**config.mk**
```make
export PLATFORM = sky130hd
export DESIGN_NAME = duel_grant_arbiter
export DESIGN_NICKNAME = d
export VERILOG_FILES = /design/src/rtl/duel_grant_arbiter.sv
export SDC_FILE = /design/constraint.sdc
export NUM_CORES = 1
export LEC_CHECK = 0
export CAP_MARGIN = 20
export CORE_UTILIZATION = 40
export DETAILED_ROUTE_END_ITERATION = 8
export GPL_TIMING_DRIVEN = 0
export PLACE_DENSITY = 0.59
export SYNTH_ARGS = -nofsm -noshare
export SYNTH_HDL_FRONTEND = slang
export SYNTH_SLANG_ARGS = --single-unit
```
**constraint.sdc**
```tcl
create_clock -name clk -period 4.5 [get_ports clk]
set_input_delay 0.9 -clock clk [delete_from_list [all_inputs] [get_ports clk]]
set_output_delay 0.9 -clock clk [all_outputs]
set_load 0.01 [all_outputs]
```
**src/rtl/duel_grant_arbiter.sv**
```systemverilog
// Two-requester Moore arbiter with round-robin tie-break, hold timeout and
// a forced break-before-make gap between consecutive grants.
module duel_grant_arbiter #(
    parameter int MAX_HOLD   = 8,
    parameter int GAP_CYCLES = 1
) (
    input  logic clk,
    input  logic reset,
    input  logic P1,
    input  logic P2,
    output logic g1,
    output logic g2,
    output logic busy,
    output logic expired
);

    // state  | meaning
    // IDLE   | no grant, resource free
    // GRANT1 | P1 owns the resource
    // GRANT2 | P2 owns the resource
    // GAP    | dead cycles after a release, no grant
    localparam logic [1:0] IDLE   = 2'd0;
    localparam logic [1:0] GRANT1 = 2'd1;
    localparam logic [1:0] GRANT2 = 2'd2;
    localparam logic [1:0] GAP    = 2'd3;

    logic [1:0] state;
    logic [1:0] arb_state;
    logic [7:0] hold_cnt;
    logic [3:0] gap_cnt;
    logic       last;

    // last==1 means P2 was served last, so P1 wins the next tie
    always_comb begin
        arb_state = IDLE;
        if (P1 && (!P2 || last))
            arb_state = GRANT1;
        else if (P2)
            arb_state = GRANT2;
    end

    always_ff @(posedge clk) begin
        if (reset) begin
            state    <= IDLE;
            hold_cnt <= 8'd0;
            gap_cnt  <= 4'd0;
            last     <= 1'b1;
            expired  <= 1'b0;
        end else begin
            expired <= 1'b0;
            case (state)
                GRANT1, GRANT2: begin
                    if ((state == GRANT1) ? !P1 : !P2) begin
                        state   <= GAP;
                        gap_cnt <= 4'd1;
                    end else if (hold_cnt == 8'(MAX_HOLD)) begin
                        state   <= GAP;
                        gap_cnt <= 4'd1;
                        expired <= 1'b1;
                    end else begin
                        hold_cnt <= hold_cnt + 8'd1;
                    end
                end
                default: begin
                    if (state == GAP && gap_cnt != 4'(GAP_CYCLES)) begin
                        gap_cnt <= gap_cnt + 4'd1;
                    end else begin
                        state <= arb_state;
                        if (arb_state == GRANT1) begin
                            last     <= 1'b0;
                            hold_cnt <= 8'd1;
                        end else if (arb_state == GRANT2) begin
                            last     <= 1'b1;
                            hold_cnt <= 8'd1;
                        end
                    end
                end
            endcase
        end
    end

    assign g1   = (state == GRANT1);
    assign g2   = (state == GRANT2);
    assign busy = (state != IDLE);

endmodule

```
# After elaboration in Yosys (flattened, before gate mapping)
# Cells that the tools add are included.
dict set report word_totals {
  register_bits 16
  inputBits 4
  output_inout_bits 4
  word_cells 55
}
dict set report classes {
  addsub 2
  eq_ne 11
  muxes 20
  bitwise 2
  n_reduce_logical 15
}
# cell count
set ops {}
lappend ops {{2-to-1 mux 8 bit} 6}
lappend ops {{2-to-1 mux 4 bit} 4}
lappend ops {{2-to-1 mux 2 bit} 6}
lappend ops {{adder 8 x 1 -> 8 bit (second input constant)} 1}
lappend ops {{equality test 8 x 4 -> 1 bit (second input constant)} 1}
lappend ops {{equality test 2 bit (second input constant)} 3}
lappend ops {{nonzero test 2 bit} 3}
lappend ops {{adder 4 x 1 -> 4 bit (second input constant)} 1}
lappend ops {{equality test 2 x 1 -> 1 bit (second input constant)} 2}
lappend ops {{2-to-1 mux 1 bit} 4}
lappend ops {{inequality test 2 bit (second input constant)} 2}
lappend ops {{inequality test 4 x 1 -> 1 bit (second input constant)} 1}
lappend ops {{AND reduction 2 bit} 2}
lappend ops {{AND reduction 4 bit} 1}
lappend ops {{inequality test 3 bit (second input constant)} 1}
lappend ops {{AND reduction 3 bit} 1}
lappend ops {{nonzero test 3 bit} 1}
lappend ops {{OR reduction 3 bit} 1}
lappend ops {{logical AND 1 bit} 2}
lappend ops {{zero test 1 bit} 2}
lappend ops {{inequality test 2 x 1 -> 1 bit (second input constant)} 1}
lappend ops {{inverter 1 bit} 2}
lappend ops {{OR reduction 2 bit} 1}
lappend ops {{logical OR 1 bit} 1}

# Depth between registers and ports, before layout
# Gate-level depths: netlist of the first run.
dict set report depth {
  word_depth 9
  mapped_depth 8
  ltp_nobuf 6
}

# Worst setup path after synthesis of the first run
# No wires, ideal clock.
dict set report synth_timing {
  kind {register to register}
  start {register state[0]}
  end {register hold_cnt[6]}
  setup_ns 0.130
  arrival_time_ns 1.702
  required_ns 4.370
  slack_ns 2.668
  stages_incl_launch_ff 9
  path_buffers 2
  period_less_slack_ns 1.832
  path_cell_list {dfxtp_1 > inv_1 > ha_1 > buf_6 > and4bb_1 > a22oi_1 > and3_1 > buf_2 > o211ai_1}
}
dict set report synth_via {
  elab_chain_len 4
  word_cells_on_any_way 12
  classes_between {6 x eq/ne; 2 x mux; 4 x reduce/logical}
}
# item line_no
set synth_rtl {}
lappend synth_rtl {{start: declaration} 27} ;# logic [1:0] state;
lappend synth_rtl {{start signal: assignment} 68} ;# state <= arb_state;
lappend synth_rtl {{equality test 2 x 1 -> 1 bit (tied with other cells)} {51, 53}}
lappend synth_rtl {{OR reduction 2 bit (tied with other cells)} 51} ;# case (state)
lappend synth_rtl {{inequality test 2 bit (no line) (tied with other cells)} -}
lappend synth_rtl {{AND reduction 4 bit (no line)} -}
lappend synth_rtl {{end signal: assignment} 61} ;# hold_cnt <= hold_cnt + 8'd1;
lappend synth_rtl {{end: declaration} 29} ;# logic [7:0] hold_cnt;
# Parallel ways exist; a longest one is shown, timed or not.
# A chain may end at the register's enable or synchronous reset.

# Worst setup path in the final report of the first run
dict set report layout_timing {
  start {register state[0]}
  end {output busy}
}
dict set report layout_via {
  elab_chain_len 1
}
# item line_no
set layout_rtl {}
lappend layout_rtl {{nonzero test 2 bit} 84} ;# assign busy = (state != IDLE);
lappend layout_rtl {{end: declaration} 13} ;# output logic busy,
# Every way passes these cells.

==> qor.yml, run 1 <==
antenna_found_initial: 0
holdPathStages: 1
syn_inst: 113
pin_count: 8
cts-hold-fix-buffers: 0
grt-ovfl-total: 0
drc_errors: 0
arrival_ns: 1.54
hold_end: "last"
post-route-period-util_pct: 54.2
fin_setup_tns_ns: 0
syn-num-nets: 125
initial_core_util_pct: 43.9
dp.cells: 148
final_cell_count_no_fill: 152
synthFlopType: "dfxtp_1"
track_usage_pct: 17.6
r2r_end: "hold_cnt[6]"
worstRegToRegCells: 8
die_x_um: 52.0
reg2reg_slack_ns: 2.37
clk_pin_slew_ns: 0.10
cts.path.max_buffers: 2
area_growth_syn_to_layout_pct: 14.2
clock_sinks: 16
drive_gt1_share_pct: 12.9
grt_pass1_wl_um: 3510
cp-start-kind: "flop"
yosysMostFrequentCell: "dfxtp_1"
power-per-cell-area_nw_per_um2: 501
cts.htree.levels: 1
detail_route.first_pass.iterations: 4
slew_headroom_pct: 67.1
final-hold-violation-count: 0
synth_warnings: 0
endpoint_kind: "output pin"
synth_edf_count: 0
antenna_cells: 0
skew_ns: 0.00675
synth-async-reset-ratio_pct: 0
syn_area_um2: 998
viasPerCell: 5.78
synthTopCellsByArea: "dfxtp_1, ha_1, nand2_1"
ys_top_cells_by_count: "dfxtp_1, nand2_1, inv_1, ha_1"
die_area_um2: 2700
maxCapViolCount: 0
grt_pass1_vias: 787
numPortBuffers: 7
hp-start: "last"
wl_per_cell_um: 13.7
slowest_delay_ns: 0.52
tritoncts: "built"
cts_made_buffers: 3
drtIter0Drc: 20
final_antenna_net_count: 0
worst_hold_path_type: "reg -> reg"
setup_viol: 0
synth_seq_area_share_pct: 32.1
cp.required_ns: 3.60
cts_resized: 0
fmax_mhz: 410
regArea_um2: 320
root_buffer: "clkbuf_4"
postLayoutCoreUtil_pct: 50.1
fin_crit_ns: 2.44
coreArea_um2: 2280
num_rows: 17
cp_top_family: "buffers and inverters"
yosysTopAreaCell: "dfxtp_1"
grt_setup_unrepaired: "no"
path_cells: "inv_1 -> ha_1 -> inv_1 -> clkdlybuf4s50_1"
die_y_um: 52.0
crit_type: "reg -> out"
vias: 879
ir_drop_mv: 0.248
synth_top_area_share_pct: 32.1
nets: 137
synth.avg_cell_area_um2: 8.84
status: "finished clean"
clkLatencyLatePin_ns: 0.30
tightest_slew_ns: 0.493
drv_slew: 0
synth-seq-cells: 16
multi_input_area_um2: 624
path_max_fanout: 3
synth.distinct_cells: 42
critPathBufInv: 3
critPathSlowestCell: "clkdlybuf4s50_1"
cts_setup_buffers: 0
nFillCells: 239
grt_max_degree: 11
gp_congestion: 0.758
routed_wl_um: 2080
leakage_nw: 0.428
dpl.hpwl_um: 1520
cpMostUsedCell: "inv_1"
timing.rr.start: "state[0]"
## registers in the layout, summed over array words and instances, names as in the netlist
| signal | cells |
|---|---|
| expired | 1 |
| gap_cnt | 4 |
| hold_cnt | 8 |
| last | 1 |
| state | 2 |
## cells in the final DEF (no fill, tap or decap), drive strengths merged, types with 2 or more instances in the layout
master,instances
ha,8
nor2b,2
nand3,7
clkbuf,5
dfxtp,16
o211ai,2
clkdlybuf4s50,7
o21a,3
nor2,3
a21oi,5
o21ai,8
a221oi,2
inv,9
nor3,7
buf,2
nand2,13
and3,4
## how the worst max path moves through the flow
stage / start / end / slack [ns] / cells past startpoint
4_1_cts: state[0] / busy / 2.04 / 4
6_report: state[0] / busy / 2.06 / 4
5_1_grt: state[1] / g1 / 1.96 / 3
3_3_place_gp: P1 / hold_cnt[6] / 1.96 / 6
2_1_floorplan: state[0] / hold_cnt[6] / 2.67 / 8
3_5_place_dp: P1 / hold_cnt[6] / 1.97 / 6
## kinds of logic after synthesis
group           Yosys count  share of synthesized area (%)
compound gates           31                           24.9
flops                    16                           32.1
buf+inv                  12                           5.39
mux                       2                           2.13
fa+ha+maj                 8                           10.0
simple gates             44                           25.4
## metrics by stage
stage	instance area, um^2	hold WS (ns)	worst slack, ns	power [mW]
final	1140	0.509	2.06	0.571
after global routing	1140	0.537	1.96	0.613
after CTS	1140	0.517	2.04	0.575
after detailed placement	1100	0.492	1.97	0.472
after global placement	1100	0.474	1.96	0.467
after floorplan	998	0.456	2.67	0.398
## worst reg2reg max path, stage by stage, from the launching register on
cell,delay [ns]
dfxtp_1,0.37
inv_1,0.10
ha_1,0.31
buf_6,0.14
and4bb_1,0.20
a22oi_1,0.36
and3_1,0.24
buf_2,0.19
o211ai_1,0.11
## power breakdown
group | internal [mW] | switching [mW] | total, mW | leakage, nW
clock | 0.0494 | 0.0532 | 0.103 | 0.0210
sequential | 0.164 | 0.0216 | 0.185 | 0.130
combinational | 0.123 | 0.160 | 0.283 | 0.277
total | 0.336 | 0.235 | 0.571 | 0.428
## per-layer routing
layer	up-vias	wire length (um)	global-route usage, %
met5	-	0	0
met4	0	14	2.70
met3	2	85	6.43
met2	15	999	30.8
met1	417	984	20.6
li1	445	-	-
## cell type report
| cell class | instances | area share, % |
|---|---|---|
| tap | 28 | 3.07 |
| inverter | 9 | 2.96 |
| timing repair buffer | 7 | 6.15 |
| sequential | 16 | 28.1 |
| multi-input combinational | 85 | 54.8 |
| clock buffer | 4 | 3.18 |
| buffer | 3 | 1.76 |
No activity file was read; power rests on OpenSTA's default activity.
==> run 2: changes to the inputs <==
--- a/config.mk
+++ b/config.mk
@@ -9,7 +9,7 @@
 export CORE_UTILIZATION = 40
 export DETAILED_ROUTE_END_ITERATION = 8
 export GPL_TIMING_DRIVEN = 0
-export PLACE_DENSITY = 0.59
+export PLACE_DENSITY = 0.62
 export SYNTH_ARGS = -nofsm -noshare
 export SYNTH_HDL_FRONTEND = slang
 export SYNTH_SLANG_ARGS = --single-unit
==> constraint.sdc (replaced) <==
create_clock -name clk -period 2.2 [get_ports clk]
set_input_delay 0.44 -clock clk [delete_from_list [all_inputs] [get_ports clk]]
set_output_delay 0.44 -clock clk [all_outputs]
set_load 0.01 [all_outputs]
==> run 2 against run 1 <==
Non-clock buffer count is the same. Clock power up 92%. Clock skew increased by 0.0055 ns. Hold slack got worse by 0.0087 ns. Setup slack worse by 1.9 ns. Sequential power rose by 100%. Design area up 0.44%. Critical endpoint is now hold_cnt[1]. Largest cell class unchanged.
==> qor.yml, run 2 (same netlist as run 1, synthesis figures left out) <==
viasPerCell: 5.64
cp_top_family: "buffers and inverters"
fin_setup_tns_ns: 0
drtIter0Drc: 12
cts.path.max_buffers: 2
coreArea_um2: 2280
die_x_um: 52.0
clk_pin_slew_ns: 0.09
detail_route.first_pass.iterations: 4
grt_pass1_wl_um: 3440
critPathBufInv: 4
worst_hold_path_type: "reg -> reg"
cts_resized: 0
final_cell_mix: "dfxtp_1, nand2_1, inv_1, ha_1"
ir_drop_mv: 0.548
dpl.hpwl_um: 1480
area_growth_syn_to_layout_pct: 14.7
fmax_mhz: 497
track_usage_pct: 17.6
final-hold-violation-count: 0
clock_sinks: 16
endpoint_kind: "flop"
crit_type: "reg -> reg"
gp_congestion: 0.737
drc_errors: 0
drive_gt1_share_pct: 13.7
cp-start-kind: "flop"
largest_register: "hold_cnt"
grt-ovfl-total: 0
slowest_delay_ns: 0.37
status: "finished clean"
num_rows: 17
nFillCells: 228
cpMostUsedCell: "inv_1"
cp.required_ns: 2.40
maxCapViolCount: 0
finalPower_mw: 1.16
leakage_nw: 0.429
largest_reg_flops: 8
cts-hold-fix-buffers: 0
post-route-period-util_pct: 91.5
critPathSlowestCell: "dfxtp_1"
final_antenna_net_count: 0
cts_made_buffers: 3
tritoncts: "built"
path_cells: "inv_1 -> ha_1 -> buf_6 -> inv_1 -> nand3_1 -> and3_1 -> buf_2 -> o31ai_1"
antenna_cells: 0
setup_viol: 0
die_y_um: 52.0
power-per-cell-area_nw_per_um2: 1010
die_area_um2: 2700
multi_input_area_um2: 629
skew_ns: 0.0122
final_common_cell: "dfxtp_1"
slew_headroom_pct: 66.1
pin_count: 8
grt_max_degree: 11
routed_wl_um: 2010
root_buffer: "clkbuf_4"
antenna_found_initial: 0
path_max_fanout: 9
wl_per_cell_um: 13.2
vias: 857
grt_setup_unrepaired: "no"
cts.htree.levels: 1
initial_core_util_pct: 43.9
clkLatencyLatePin_ns: 0.30
largestRegisters: "hold_cnt (8), gap_cnt (4), state (2)"
drv_slew: 0
dp.cells: 148
tightest_slew_ns: 0.509
regArea_um2: 320
nets: 137
numPortBuffers: 7
cts_setup_buffers: 0
fin_crit_ns: 2.01
final_cell_count_no_fill: 152
arrival_ns: 2.22
grt_pass1_vias: 781
## run 2: changes by cell type in the layout (fill, tap and decap cells not counted)
cell,before,now
a22oi_2,0,1
a22oi_1,1,0
## run 2: through the flow
stage	instance area (um^2)	utilization, %	hold slack [ns]	setup slack (ns)
final	1140	50.3	0.501	0.188
after global routing	1140	50.3	0.527	0.0240
after CTS	1140	50.1	0.503	0.0774
after detailed placement	1100	48.5	0.481	0.0837
after global placement	1100	48.5	0.474	0.114
after floorplan	998	-	0.456	0.368
## run 2: final timing paths
path                 start           to  slack (ns)  depth (start not counted)
setup / recovery  state[0]  hold_cnt[1]        0.19                          8
hold / removal        last         last        0.50                          1
setup reg to reg  state[0]  hold_cnt[1]        0.19                          8
hold reg to reg       last         last        0.50                          1
## run 2: worst register-to-register path, stage by stage, from the launching register on
cell and delay, ns:
dfxtp_1 0.37, inv_1 0.10, ha_1 0.31, buf_6 0.15
inv_1 0.16, nand3_1 0.23, and3_1 0.26, buf_2 0.16
o31ai_1 0.20
## run 2: power by group
part           total, mW  leakage (nW)  switching (mW)  internal [mW]
Sequential         0.379         0.130          0.0442          0.335
Clock              0.198        0.0210          0.0972          0.101
Combinational      0.581         0.277           0.328          0.254
## run 2: area by class of cell
class / count / area share (%)
buffer: 3 / 1.75
clock buffer: 4 / 3.17
inverter: 9 / 2.95
multi-input combinational: 85 / 55.0
sequential: 16 / 28.0
tap: 28 / 3.06
timing repair buffer: 7 / 6.12
## run 2: layer usage
| metal | vias up | part of all wire, % | track usage, % |
|---|---|---|---|
| li1 | 440 | - | - |
| met1 | 400 | 49 | 21.0 |
| met2 | 12 | 46 | 29.1 |
| met3 | 5 | 3.0 | 2.63 |
| met4 | 0 | 2.4 | 10.8 |
| met5 | - | 0 | 0 |
==> run 3: changes to the inputs <==
--- a/config.mk
+++ b/config.mk
@@ -6,10 +6,10 @@
 export NUM_CORES = 1
 export LEC_CHECK = 0
 export CAP_MARGIN = 20
-export CORE_UTILIZATION = 40
+export CORE_UTILIZATION = 30
 export DETAILED_ROUTE_END_ITERATION = 8
 export GPL_TIMING_DRIVEN = 0
-export PLACE_DENSITY = 0.62
+export PLACE_DENSITY = 0.49
 export SYNTH_ARGS = -nofsm -noshare
 export SYNTH_HDL_FRONTEND = slang
 export SYNTH_SLANG_ARGS = --single-unit
==> run 3 against run 2 <==
Wire length increased by 4.1%. Clock-buffer cell count unchanged. Hold slack improved by 0.013 ns. Critical path depth unchanged. Critical endpoint is now hold_cnt[6].
==> qor.yml, run 3 (same netlist as run 1, synthesis figures left out) <==
vias: 839
arrival_ns: 2.17
multi_input_area_um2: 629
worst_hold_path_type: "reg -> reg"
slowest_delay_ns: 0.37
setup_viol: 0
cp.required_ns: 2.37
r2r_end: "hold_cnt[6]"
final_antenna_net_count: 0
clkLatencyLatePin_ns: 0.29
fin_setup_tns_ns: 0
final-hold-violation-count: 0
dpl_cell_area_um2: 1120
cts.path.max_buffers: 2
cp.depth: 8
numPortBuffers: 7
die_x_um: 59.7
antenna_found_initial: 0
clk_pin_slew_ns: 0.10
grt_setup_unrepaired: "no"
drive_gt1_share_pct: 13.7
grt_pass1_vias: 802
final_cell_mix: "dfxtp_1, nand2_1, inv_1, ha_1"
fin_crit_ns: 2.00
holdPathStages: 1
track_usage_pct: 13.8
status: "finished clean"
detail_route.first_pass.iterations: 4
area_growth_syn_to_layout_pct: 16.7
ir_drop_mv: 0.388
endpoint_kind: "flop"
drc_errors: 0
grt-ovfl-total: 0
slew_headroom_pct: 64.5
grt_pass1_wl_um: 3620
initial_core_util_pct: 32.2
largest_reg_flops: 8
regArea_um2: 320
final_cell_area_um2: 1160
root_buffer: "clkbuf_4"
path_max_fanout: 9
leakage_nw: 0.429
grt_max_degree: 11
hp-start: "last"
wl_per_cell_um: 12.5
drv_slew: 0
clock_sinks: 16
reg2reg_slack_ns: 0.20
die_y_um: 59.7
critPathSlowestCell: "dfxtp_1"
tritoncts: "built"
largest_register: "hold_cnt"
nets: 137
antenna_cells: 0
crit_type: "reg -> reg"
power-per-cell-area_nw_per_um2: 995
fmax_mhz: 501
crit_end: "hold_cnt[6]"
path_cells: "inv_1 -> ha_1 -> buf_6 -> and4bb_1 -> a22oi_2 -> and3_1 -> buf_2 -> o211ai_1"
final_common_cell: "dfxtp_1"
pin_count: 8
maxCapViolCount: 0
cts_made_buffers: 3
skew_ns: 0.00761
cp-start-kind: "flop"
die_area_um2: 3560
largestRegisters: "hold_cnt (8), gap_cnt (4), state (2)"
cp_top_family: "buffers and inverters"
dpl.hpwl_um: 1540
worstRegToRegCells: 8
gp_congestion: 0.722
num_rows: 20
drtIter0Drc: 20
cts.htree.levels: 1
routed_wl_um: 2090
critPathBufInv: 3
post-route-period-util_pct: 90.8
cp-startpoint: "state[0]"
coreArea_um2: 3100
viasPerCell: 4.99
nFillCells: 331
timing.rr.start: "state[0]"
tightest_slew_ns: 0.532
[run 3: layout make-up]
| type | count | share of cell area [%] |
|---|---|---|
| clock buffer | 4 | 3.11 |
| inverter | 9 | 2.90 |
| multi-input combinational | 85 | 54.0 |
| sequential | 16 | 27.5 |
| buffer | 3 | 1.72 |
| timing repair buffer | 7 | 6.02 |
| tap | 44 | 4.73 |
[run 3: power by group]
group / internal, mW / switching, mW / total (mW)
sequential: 0.335 / 0.0426 / 0.378
combinational: 0.253 / 0.328 / 0.581
clock: 0.101 / 0.0999 / 0.201
total: 0.689 / 0.470 / 1.16
[run 3: how the worst min path moves through the flow]
stage	end	slack [ns]
after floorplan	last	0.46
after global placement	last	0.48
after detailed placement	last	0.47
after CTS	last	0.51
after global routing	gap_cnt[2]	0.53
final	last	0.51
[run 3: repair_timing]
action                                  4_1_cts  5_1_grt
buffers inserted                              0        0
gates resized for setup                       0        1
hold buffers                                  0        0
endpoints found under the setup margin        0        3
[run 3: layer usage]
metal / vias up / wire (um) / global-route usage [%]
met5: - / 0 / 0
met4: 0 / 17 / 3.99
met3: 2 / 70 / 4.76
met2: 10 / 961 / 22.2
met1: 389 / 1040 / 17.3
li1: 438 / - / -
[run 3: per-stage QoR]
stage	hold slack, ns	cells	utilization (%)	setup WS (ns)	total power, mW
after CTS	0.510	168	37.4	0.0658	1.17
after global placement	0.478	164	36.2	0.0990	0.964
after detailed placement	0.475	164	36.2	0.0930	0.962
after global routing	0.534	168	37.5	0.0470	1.25
final	0.513	168	37.5	0.202	1.16
after floorplan	0.456	113	-	0.368	0.814
[run 3: worst reg2reg max path, cell delays in order (launching register included)]
cell and delay (ns):
dfxtp_1 0.37, inv_1 0.10, ha_1 0.31, buf_6 0.15
and4bb_1 0.21, a22oi_2 0.25, and3_1 0.19, buf_2 0.19
o211ai_1 0.11
